File: src/rtl/cnn_result_drain_pkg.sv
// Shared types and constants for the CNN result drain.
//   drain_state_e : job FSM encoding (IDLE / RUN / DRAIN)
//   KEEP_ALL      : all-lanes keep mask, widest supported PACK
//   keep_of()     : thermometer keep mask for n filled lanes
package cnn_result_drain_pkg;

  typedef enum logic [1:0] {ST_IDLE, ST_RUN, ST_DRAIN} drain_state_e;

  localparam int MAX_PACK = 32;
  localparam logic [MAX_PACK-1:0] KEEP_ALL = '1;

  function automatic logic [MAX_PACK-1:0] keep_of(input int unsigned n);
    if (n >= MAX_PACK) return KEEP_ALL;
    return KEEP_ALL >> (MAX_PACK - n);
  endfunction

endpackage

File: src/rtl/cnn_result_drain_if.sv
// Signal bundle between the drain and its environment: job control,
// result-buffer read port and the packed output stream.
//   master : the drain (drives read enable, output stream, status)
//   slave  : buffer / host side
interface cnn_result_drain_if #(
  parameter int RESULT_BUFFER_WIDTH = 8,
  parameter int PACK                = 4,
  parameter int COUNT_WIDTH         = 16
);
  logic                                start;
  logic [COUNT_WIDTH-1:0]              num_results;
  logic                                result_buffer_empty;
  logic                                result_buffer_read_enable;
  logic                                result_buffer_valid;
  logic [RESULT_BUFFER_WIDTH-1:0]      result_buffer_out;
  logic [PACK*RESULT_BUFFER_WIDTH-1:0] out_data;
  logic [PACK-1:0]                     out_keep;
  logic                                out_last;
  logic                                out_valid;
  logic                                out_ready;
  logic                                busy;
  logic                                done;
  logic                                error;

  modport master (
    input  start, num_results, result_buffer_empty, result_buffer_valid,
           result_buffer_out, out_ready,
    output result_buffer_read_enable, out_data, out_keep, out_last,
           out_valid, busy, done, error
  );

  modport slave (
    output start, num_results, result_buffer_empty, result_buffer_valid,
           result_buffer_out, out_ready,
    input  result_buffer_read_enable, out_data, out_keep, out_last,
           out_valid, busy, done, error
  );
endinterface

File: src/rtl/cnn_result_drain_result_packer.sv
// Packs accepted result beats into PACK-lane words and holds the output
// register of the valid/ready stream.
//   beat_i/data_i/final_i : accepted beat, its data, and "last of job"
//   out_*                 : registered output stream
//   pack_full_o           : a complete word is parked waiting for the slot
//   last_lane_o           : next beat lands in lane PACK-1
module result_packer
  import cnn_result_drain_pkg::*;
#(
  parameter int W    = 8,
  parameter int PACK = 4
) (
  input  logic                clk,
  input  logic                reset_n,
  input  logic                beat_i,
  input  logic [W-1:0]        data_i,
  input  logic                final_i,
  input  logic                out_ready_i,
  output logic [PACK*W-1:0]   out_data_o,
  output logic [PACK-1:0]     out_keep_o,
  output logic                out_last_o,
  output logic                out_valid_o,
  output logic                pack_full_o,
  output logic                last_lane_o
);
  localparam int LW = $clog2(PACK + 1);

  logic [PACK-1:0][W-1:0] lane_q, lane_d, word_nx, out_data_q;
  logic [LW-1:0]          lanes_q, cnt_nx;
  logic [MAX_PACK-1:0]    keep_full;
  logic [PACK-1:0]        keep_nx, out_keep_q;
  logic                   pack_full_q, held_last_q, out_last_q, out_valid_q;
  logic                   complete, load, last_nx;

  always_comb begin
    lane_d = lane_q;
    for (int i = 0; i < PACK; i++)
      if (beat_i && LW'(i) == lanes_q) lane_d[i] = data_i;
    cnt_nx    = lanes_q + LW'(beat_i);
    keep_full = keep_of(32'(cnt_nx));
    keep_nx   = keep_full[PACK-1:0];
    // stale lanes from earlier words are masked off so unfilled lanes read 0
    for (int i = 0; i < PACK; i++)
      word_nx[i] = keep_nx[i] ? lane_d[i] : '0;
    complete = beat_i && (lanes_q == LW'(PACK - 1) || final_i);
    // a parked word only exists while out_valid is high, so it moves on handshake
    load     = (!out_valid_q || out_ready_i) && (complete || pack_full_q);
    last_nx  = beat_i ? final_i : held_last_q;
  end

  always_ff @(posedge clk or negedge reset_n) begin
    if (!reset_n) begin
      lane_q      <= '0;
      lanes_q     <= '0;
      pack_full_q <= 1'b0;
      held_last_q <= 1'b0;
      out_data_q  <= '0;
      out_keep_q  <= '0;
      out_last_q  <= 1'b0;
      out_valid_q <= 1'b0;
    end else begin
      lane_q <= lane_d;
      if (load) begin
        out_data_q  <= word_nx;
        out_keep_q  <= keep_nx;
        out_last_q  <= last_nx;
        out_valid_q <= 1'b1;
        lanes_q     <= '0;
        pack_full_q <= 1'b0;
      end else begin
        if (out_valid_q && out_ready_i) out_valid_q <= 1'b0;
        lanes_q <= cnt_nx;
        if (complete) begin
          pack_full_q <= 1'b1;
          held_last_q <= final_i;
        end
      end
    end
  end

  assign out_data_o  = out_data_q;
  assign out_keep_o  = out_keep_q;
  assign out_last_o  = out_last_q;
  assign out_valid_o = out_valid_q;
  assign pack_full_o = pack_full_q;
  assign last_lane_o = (lanes_q == LW'(PACK - 1));
endmodule

File: src/rtl/cnn_result_drain.sv
// Read-side master for the result buffer. Issues one read per cycle (at
// most one outstanding) until num_results entries are requested, packs
// them PACK per word and streams words out with keep/last flags.
//   clk, reset_n : clock, async active-low reset
//   bus          : control, buffer read port and output stream (master)
module cnn_result_drain
  import cnn_result_drain_pkg::*;
#(
  parameter int RESULT_BUFFER_WIDTH = 8,
  parameter int PACK                = 4,
  parameter int COUNT_WIDTH         = 16
) (
  input  logic               clk,
  input  logic               reset_n,
  cnn_result_drain_if.master bus
);
  localparam int CW = COUNT_WIDTH;

  drain_state_e  state_q, state_d;
  logic [CW-1:0] total_q, issued_q, received_q;
  logic          inflight_q, busy_q, done_q, error_q;
  logic          start_ok, beat, final_beat, complete_now, rd_en, drain_end;
  logic          pack_full, last_lane;

  assign start_ok     = bus.start && !busy_q && state_q == ST_IDLE;
  assign beat         = bus.result_buffer_valid && inflight_q;  // spurious beats dropped
  assign final_beat   = (received_q + CW'(1)) == total_q;
  assign complete_now = bus.result_buffer_valid && (last_lane || final_beat);

  always_ff @(posedge clk or negedge reset_n) begin
    if (!reset_n) state_q <= ST_IDLE;
    else          state_q <= state_d;
  end

  always_comb begin
    state_d = state_q;
    unique case (state_q)
      ST_IDLE:  if (start_ok && bus.num_results != '0) state_d = ST_RUN;
      ST_RUN:   if (issued_q == total_q) state_d = ST_DRAIN;
      ST_DRAIN: if (drain_end) state_d = ST_IDLE;
      default:  state_d = ST_IDLE;
    endcase
  end

  // Never read into a word that would have nowhere to go next edge.
  always_comb begin
    rd_en = (state_q == ST_RUN) && !bus.result_buffer_empty &&
            (issued_q < total_q) && !pack_full &&
            (!inflight_q || bus.result_buffer_valid) &&
            !(complete_now && bus.out_valid && !bus.out_ready);
    drain_end = (state_q == ST_DRAIN) && bus.out_valid && bus.out_ready && bus.out_last;
  end

  always_ff @(posedge clk or negedge reset_n) begin
    if (!reset_n) begin
      total_q    <= '0;
      issued_q   <= '0;
      received_q <= '0;
      inflight_q <= 1'b0;
      busy_q     <= 1'b0;
      done_q     <= 1'b0;
      error_q    <= 1'b0;
    end else begin
      if (start_ok) begin
        total_q    <= bus.num_results;
        issued_q   <= '0;
        received_q <= '0;
        error_q    <= 1'b0;
        busy_q     <= 1'b1;
        done_q     <= (bus.num_results == '0);
      end else begin
        issued_q   <= issued_q + CW'(rd_en);
        received_q <= received_q + CW'(beat);
        done_q     <= drain_end;
        if (done_q) busy_q <= 1'b0;
      end
      if (rd_en)                        inflight_q <= 1'b1;
      else if (bus.result_buffer_valid) inflight_q <= 1'b0;
      if (bus.result_buffer_valid && !inflight_q) error_q <= 1'b1;
    end
  end

  result_packer #(.W(RESULT_BUFFER_WIDTH), .PACK(PACK)) u_packer (
    .clk         (clk),
    .reset_n     (reset_n),
    .beat_i      (beat),
    .data_i      (bus.result_buffer_out),
    .final_i     (final_beat),
    .out_ready_i (bus.out_ready),
    .out_data_o  (bus.out_data),
    .out_keep_o  (bus.out_keep),
    .out_last_o  (bus.out_last),
    .out_valid_o (bus.out_valid),
    .pack_full_o (pack_full),
    .last_lane_o (last_lane)
  );

  assign bus.result_buffer_read_enable = rd_en;
  assign bus.busy  = busy_q;
  assign bus.done  = done_q;
  assign bus.error = error_q;
endmodule
File: src/flat_wrapper.sv
// flat-port wrapper written by rule: the top's interface ports become plain ports
module cnn_result_drain_flat import cnn_result_drain_pkg::*;
#(
  parameter int RESULT_BUFFER_WIDTH = 8,
  parameter int PACK                = 4,
  parameter int COUNT_WIDTH         = 16
)
  (clk, reset_n, bus_start, bus_num_results, bus_result_buffer_empty, bus_result_buffer_valid, bus_result_buffer_out, bus_out_ready, bus_result_buffer_read_enable, bus_out_data, bus_out_keep, bus_out_last, bus_out_valid, bus_busy, bus_done, bus_error);
  cnn_result_drain_if #(.RESULT_BUFFER_WIDTH(RESULT_BUFFER_WIDTH), .PACK(PACK), .COUNT_WIDTH(COUNT_WIDTH)) bus_i ();
  input  logic clk;
  input  logic reset_n;
  input wire logic [$bits(bus_i.start)-1:0] bus_start;
  input wire logic [$bits(bus_i.num_results)-1:0] bus_num_results;
  input wire logic [$bits(bus_i.result_buffer_empty)-1:0] bus_result_buffer_empty;
  input wire logic [$bits(bus_i.result_buffer_valid)-1:0] bus_result_buffer_valid;
  input wire logic [$bits(bus_i.result_buffer_out)-1:0] bus_result_buffer_out;
  input wire logic [$bits(bus_i.out_ready)-1:0] bus_out_ready;
  output wire logic [$bits(bus_i.result_buffer_read_enable)-1:0] bus_result_buffer_read_enable;
  output wire logic [$bits(bus_i.out_data)-1:0] bus_out_data;
  output wire logic [$bits(bus_i.out_keep)-1:0] bus_out_keep;
  output wire logic [$bits(bus_i.out_last)-1:0] bus_out_last;
  output wire logic [$bits(bus_i.out_valid)-1:0] bus_out_valid;
  output wire logic [$bits(bus_i.busy)-1:0] bus_busy;
  output wire logic [$bits(bus_i.done)-1:0] bus_done;
  output wire logic [$bits(bus_i.error)-1:0] bus_error;
  assign bus_i.start = bus_start;
  assign bus_i.num_results = bus_num_results;
  assign bus_i.result_buffer_empty = bus_result_buffer_empty;
  assign bus_i.result_buffer_valid = bus_result_buffer_valid;
  assign bus_i.result_buffer_out = bus_result_buffer_out;
  assign bus_i.out_ready = bus_out_ready;
  assign bus_result_buffer_read_enable = bus_i.result_buffer_read_enable;
  assign bus_out_data = bus_i.out_data;
  assign bus_out_keep = bus_i.out_keep;
  assign bus_out_last = bus_i.out_last;
  assign bus_out_valid = bus_i.out_valid;
  assign bus_busy = bus_i.busy;
  assign bus_done = bus_i.done;
  assign bus_error = bus_i.error;
  cnn_result_drain #(.RESULT_BUFFER_WIDTH(RESULT_BUFFER_WIDTH), .PACK(PACK), .COUNT_WIDTH(COUNT_WIDTH)) u_core (.clk(clk), .reset_n(reset_n), .bus(bus_i));
endmodule
File: config.mk
export PLATFORM = sky130hd
export DESIGN_NAME = cnn_result_drain_flat
export DESIGN_NICKNAME = d
export VERILOG_FILES = /design/src/rtl/cnn_result_drain_pkg.sv /design/src/rtl/cnn_result_drain_if.sv /design/src/rtl/cnn_result_drain_result_packer.sv /design/src/rtl/cnn_result_drain.sv /design/src/flat_wrapper.sv
export SDC_FILE = /design/constraint.sdc
export NUM_CORES = 1
export LEC_CHECK = 0
export CORE_MARGIN = 2
export CORE_UTILIZATION = 50
export CTS_BUF_LIST = sky130_fd_sc_hd__clkbuf_2 sky130_fd_sc_hd__clkbuf_4 sky130_fd_sc_hd__clkbuf_8
export DETAILED_ROUTE_END_ITERATION = 8
export PLACE_DENSITY_LB_ADDON = 0.08
export SETUP_SLACK_MARGIN = 0.15
export SKIP_LAST_GASP = 1
export SYNTH_ARGS = -nofsm -noshare
export SYNTH_HDL_FRONTEND = slang
export SYNTH_SLANG_ARGS = --single-unit
File: constraint.sdc
create_clock -name clk -period 2.7 [get_ports clk]
set_input_delay 0.54 -clock clk [delete_from_list [all_inputs] [get_ports clk]]
set_output_delay 0.54 -clock clk [all_outputs]
set_load 0.03 [all_outputs]
==> results.yml <==
run_status:
  violations: "negative setup slack"
  result_of_the_run: "finished with violations"
final_layout:
  final-seq-area_um2: 3230
  fillerInstances: 883
  area.growth.synth_to_final_pct: 44.5
  diodes: 0
  multi_input_comb_area_um2: 3290
  drive_above_1_share_pct: 35.8
  finish.net_count: 900
pwr:
  power-per-cell-area_nw_per_um2: 857
  share_of_power_burned_in_registers_pct: 35.8
  share_clk_of_total_power_pct: 20.7
  netSwitchingPower_uw: 2990
  vdd_drop_max_mv: 0.793
  sw_frac_of_total_pct: 37.2
  power.leakage_uw: 0.00432
  internal_portion_of_total_power_uw: 5060
  combPwrFrac_pct: 43.5
timing:
  fmaxAchievable_mhz: 311
  timing_worst_slew_pin_value_ps: 485
  clock-skew-final_ps: 11.9
  slew_viol_final: 0
  rsz0062_at_grt: "yes"
  final_hold_viol_count: 0
  timing.slew.headroom_pct: 67.7
  holdWs_ps: 56.3
  setup-tns-final_ps: -23750
  setup_ws_ps: -516
  timing.final.crit_period_ps: 3220
  setup_viol: 60
  share_of_the_clock_period_used_by_the_worst_path_after_layout_pct: 119
grt:
  grt_max_degree: 65
  grt_antenna_before_repair: 0
  grtUsageTotal_pct: 27.2
  via_count_of_the_first_global_routing_pass: 5811
  grt_first_pass_wirelength_um: 29700
  grt.overflow.total: 0
synth:
  synthDominantCellAreaShare_pct: 49.6
  synth_nets: 672
  synth_cell_types: 54
  synth-seq-area-share_pct: 49.6
  synth_area_leader_cell: "sky130_fd_sc_hd__dfrtp_1"
  synth_enable_flop_cells: 0
  count_of_mapped_cells_out_of_synthesis: 617
  synth_top_cells_by_area: "sky130_fd_sc_hd__dfrtp_1 50%, sky130_fd_sc_hd__mux2_2 8.1%, sky130_fd_sc_hd__ha_1 4.8%"
  async_reset_ff_share_pct: 100
  synth_ff_type: "sky130_fd_sc_hd__dfrtp_1"
  synth_seq_cells: 129
  syn_area_per_cell_um2: 10.5
  ys_warn_count: 0
  synth.cell_area_um2: 6500
  netlist_top_cells_count: "129 x sky130_fd_sc_hd__dfrtp_1, 70 x sky130_fd_sc_hd__nand2_1, 47 x sky130_fd_sc_hd__mux2_2"
  synthMostInstantiatedCell: "sky130_fd_sc_hd__dfrtp_1"
clock_tree:
  tritoncts_num_sinks: 129
  clk_pin_slew_worst_paths_ps: 80
  cts_max_level: 4
  cts_root_buf: "sky130_fd_sc_hd__clkbuf_8"
  cts_tree: "done"
  clock_tree.buffer_depth: 2
  post_cts_hold_buffer_count: 0
  cts-buffers-inserted: 17
  worstSkewPairLatency_ps: 440
routing:
  drt.antenna.violating_nets: 0
  drt_wl_total_um: 18600
  dr_total_vias: 5475
  avgRoutedWirePerCell_um: 18.0
  drcViolationCount: 0
  drt-initial-drc-count: 371
  drtPass1Iterations: 4
  viasPerCell: 5.32
floorplanning:
  fp.dieArea_um2: 13900
  start_util_pct: 51.3
  fp.dieH_um: 118
  floorplan.die.width_um: 118
  fp.coreArea_um2: 12700
  num_rows: 41
  num_io_pins: 72
placement:
  hpwlAfterDp_um: 11900
  place.gp.congestion: 0.881
  buffer_ports.inserted: 71
setup_path:
  arrival_ps: 3580
  critPathCaptureType: "flop"
  setup.worst_path.class: "flop to flop"
  crit_path_start_kind: "flop"
  required_ps: 3060
  crit_fanout: 3
run:
  max-cap-violations: 0
worst_hold_path:
  min-delay-path-class: "input port to asynchronous set/reset pin"
[cell families after synthesis]
group           share of synthesized area [%]
buf+inv                                  4.42
flops                                    49.6
simple gates                             17.1
mux                                      11.7
fa+ha+maj                                4.81
xor+xnor                                 5.52
compound gates                           6.79
[power groups by stage]
| stage | clock network (uW) | registers [uW] | logic, uW |
|---|---|---|---|
| final | 1670 | 2880 | 3500 |
| after global routing | 1790 | 2950 | 3780 |
| after global placement | 0 | 2860 | 3140 |
| after CTS | 1690 | 2880 | 3430 |
| after detailed placement | 0 | 2890 | 3220 |
| after floorplan | 0 | 3330 | 1410 |
[timing repair]
item / in CTS / in global routing
pin swaps: 32 / 22
cloned: 2 / 1
hold endpoints to repair: 0 / 0
buffers inserted: 50 / 9
resized for setup: 41 / 34
setup endpoints to repair: 53 / 64
[path summary, 6_finish.rpt]
check / depth (start not counted) / from / slack, ps / endpoint
min: 1 / reset_n / 60 / u_core.issued_q[5]$_DFF_PN0_
max in group asynchronous: 2 / reset_n / 2040 / u_core.received_q[3]$_DFF_PN0_
min in group clk: 1 / u_core.bus.done$_DFF_PN0_ / 470 / u_core.bus.busy$_DFFE_PN0P_
max: 23 / u_core.received_q[8]$_DFF_PN0_ / -520 / u_core.received_q[12]$_DFF_PN0_
min reg2reg: 1 / u_core.bus.done$_DFF_PN0_ / 470 / u_core.bus.busy$_DFFE_PN0P_
max reg2reg: 23 / u_core.received_q[8]$_DFF_PN0_ / -520 / u_core.received_q[12]$_DFF_PN0_
[per-layer routing]
layer	part of all wire, %	track usage (%)
met3	5.5	7.07
met2	50	45.4
met4	3.9	11.3
met5	0	0
met1	40	33.5
[stage by stage]
step	setup WS (ps)	utilization, %	cells	power (uW)	area (um^2)
floorplan	-305	-	617	4740	6610
detailed placement	-461	64.5	936	6120	8170
global route	-617	74.2	1030	8510	9400
CTS	-457	72.4	1020	8000	9170
global placement	-404	64.5	936	6000	8170
finish	-516	74.2	1030	8050	9400
[layout by cell type, fill, tap and decap left out, types with 4 or more instances in the layout]
master                              n
sky130_fd_sc_hd__buf_4            132
sky130_fd_sc_hd__dfrtp_1          124
sky130_fd_sc_hd__clkdlybuf4s50_1   69
sky130_fd_sc_hd__nand2_1           65
sky130_fd_sc_hd__mux2_2            47
sky130_fd_sc_hd__inv_1             43
sky130_fd_sc_hd__nor2_1            40
sky130_fd_sc_hd__nor2b_1           24
sky130_fd_sc_hd__o21ai_0           24
sky130_fd_sc_hd__xor2_1            22
sky130_fd_sc_hd__ha_1              22
sky130_fd_sc_hd__buf_6             21
sky130_fd_sc_hd__mux2i_1           18
sky130_fd_sc_hd__clkbuf_8          17
sky130_fd_sc_hd__xnor2_1           16
sky130_fd_sc_hd__nand4_1           12
sky130_fd_sc_hd__a21oi_1           11
sky130_fd_sc_hd__nand3_1           10
sky130_fd_sc_hd__nor4_1             6
sky130_fd_sc_hd__nand2_2            5
sky130_fd_sc_hd__nor3_1             5
sky130_fd_sc_hd__and3_1             5
sky130_fd_sc_hd__a21o_1             5
sky130_fd_sc_hd__buf_12             5
sky130_fd_sc_hd__dfrtp_2            5
sky130_fd_sc_hd__nand3_4            4
sky130_fd_sc_hd__a21oi_2            4
sky130_fd_sc_hd__or3_4              4
sky130_fd_sc_hd__nand2b_1           4
sky130_fd_sc_hd__and3_4             4
sky130_fd_sc_hd__nand3_2            4
sky130_fd_sc_hd__or3_1              4
sky130_fd_sc_hd__clkinv_2           4
[final cells by class]
type,count,share of cell area (%)
clock buffer,17,2.49
clock inverter,15,1.68
inverter,43,1.72
multi-input combinational,424,35.0
sequential,129,34.4
tap,172,2.29
timing repair buffer,230,22.4
[registers in the layout, indices dropped and copies added, names as in the netlist]
register,cells
u_core.u_packer.lane_q,32
u_core.u_packer.out_data_o,32
u_core.issued_q,16
u_core.received_q,16
u_core.total_q,16
u_core.u_packer.out_keep_o,4
u_core.u_packer.lanes_q,3
u_core.state_q,2
u_core.bus.busy,1
u_core.bus.done,1
u_core.bus.error,1
u_core.inflight_q,1
u_core.u_packer.held_last_q,1
u_core.u_packer.out_last_o,1
u_core.u_packer.out_valid_o,1
u_core.u_packer.pack_full_o,1
[worst max-delay path, cell delays in order, from the launching register on]
cell                      delay (ps)
sky130_fd_sc_hd__dfrtp_1         400
sky130_fd_sc_hd__buf_6           120
sky130_fd_sc_hd__buf_6            90
sky130_fd_sc_hd__nand4_1         170
sky130_fd_sc_hd__buf_4           210
sky130_fd_sc_hd__buf_6           120
sky130_fd_sc_hd__buf_6           110
sky130_fd_sc_hd__buf_6           110
sky130_fd_sc_hd__buf_6           110
sky130_fd_sc_hd__buf_6           100
sky130_fd_sc_hd__buf_4           120
sky130_fd_sc_hd__buf_4           120
sky130_fd_sc_hd__buf_4           120
sky130_fd_sc_hd__buf_4           120
sky130_fd_sc_hd__buf_4           120
sky130_fd_sc_hd__buf_4           120
sky130_fd_sc_hd__buf_4           120
sky130_fd_sc_hd__buf_4           120
sky130_fd_sc_hd__buf_4           120
sky130_fd_sc_hd__buf_4           130
sky130_fd_sc_hd__buf_6           110
sky130_fd_sc_hd__nor2_2           80
sky130_fd_sc_hd__nand2_1          60
sky130_fd_sc_hd__a21oi_1         140
No activity file was read; power rests on OpenSTA's default activity.
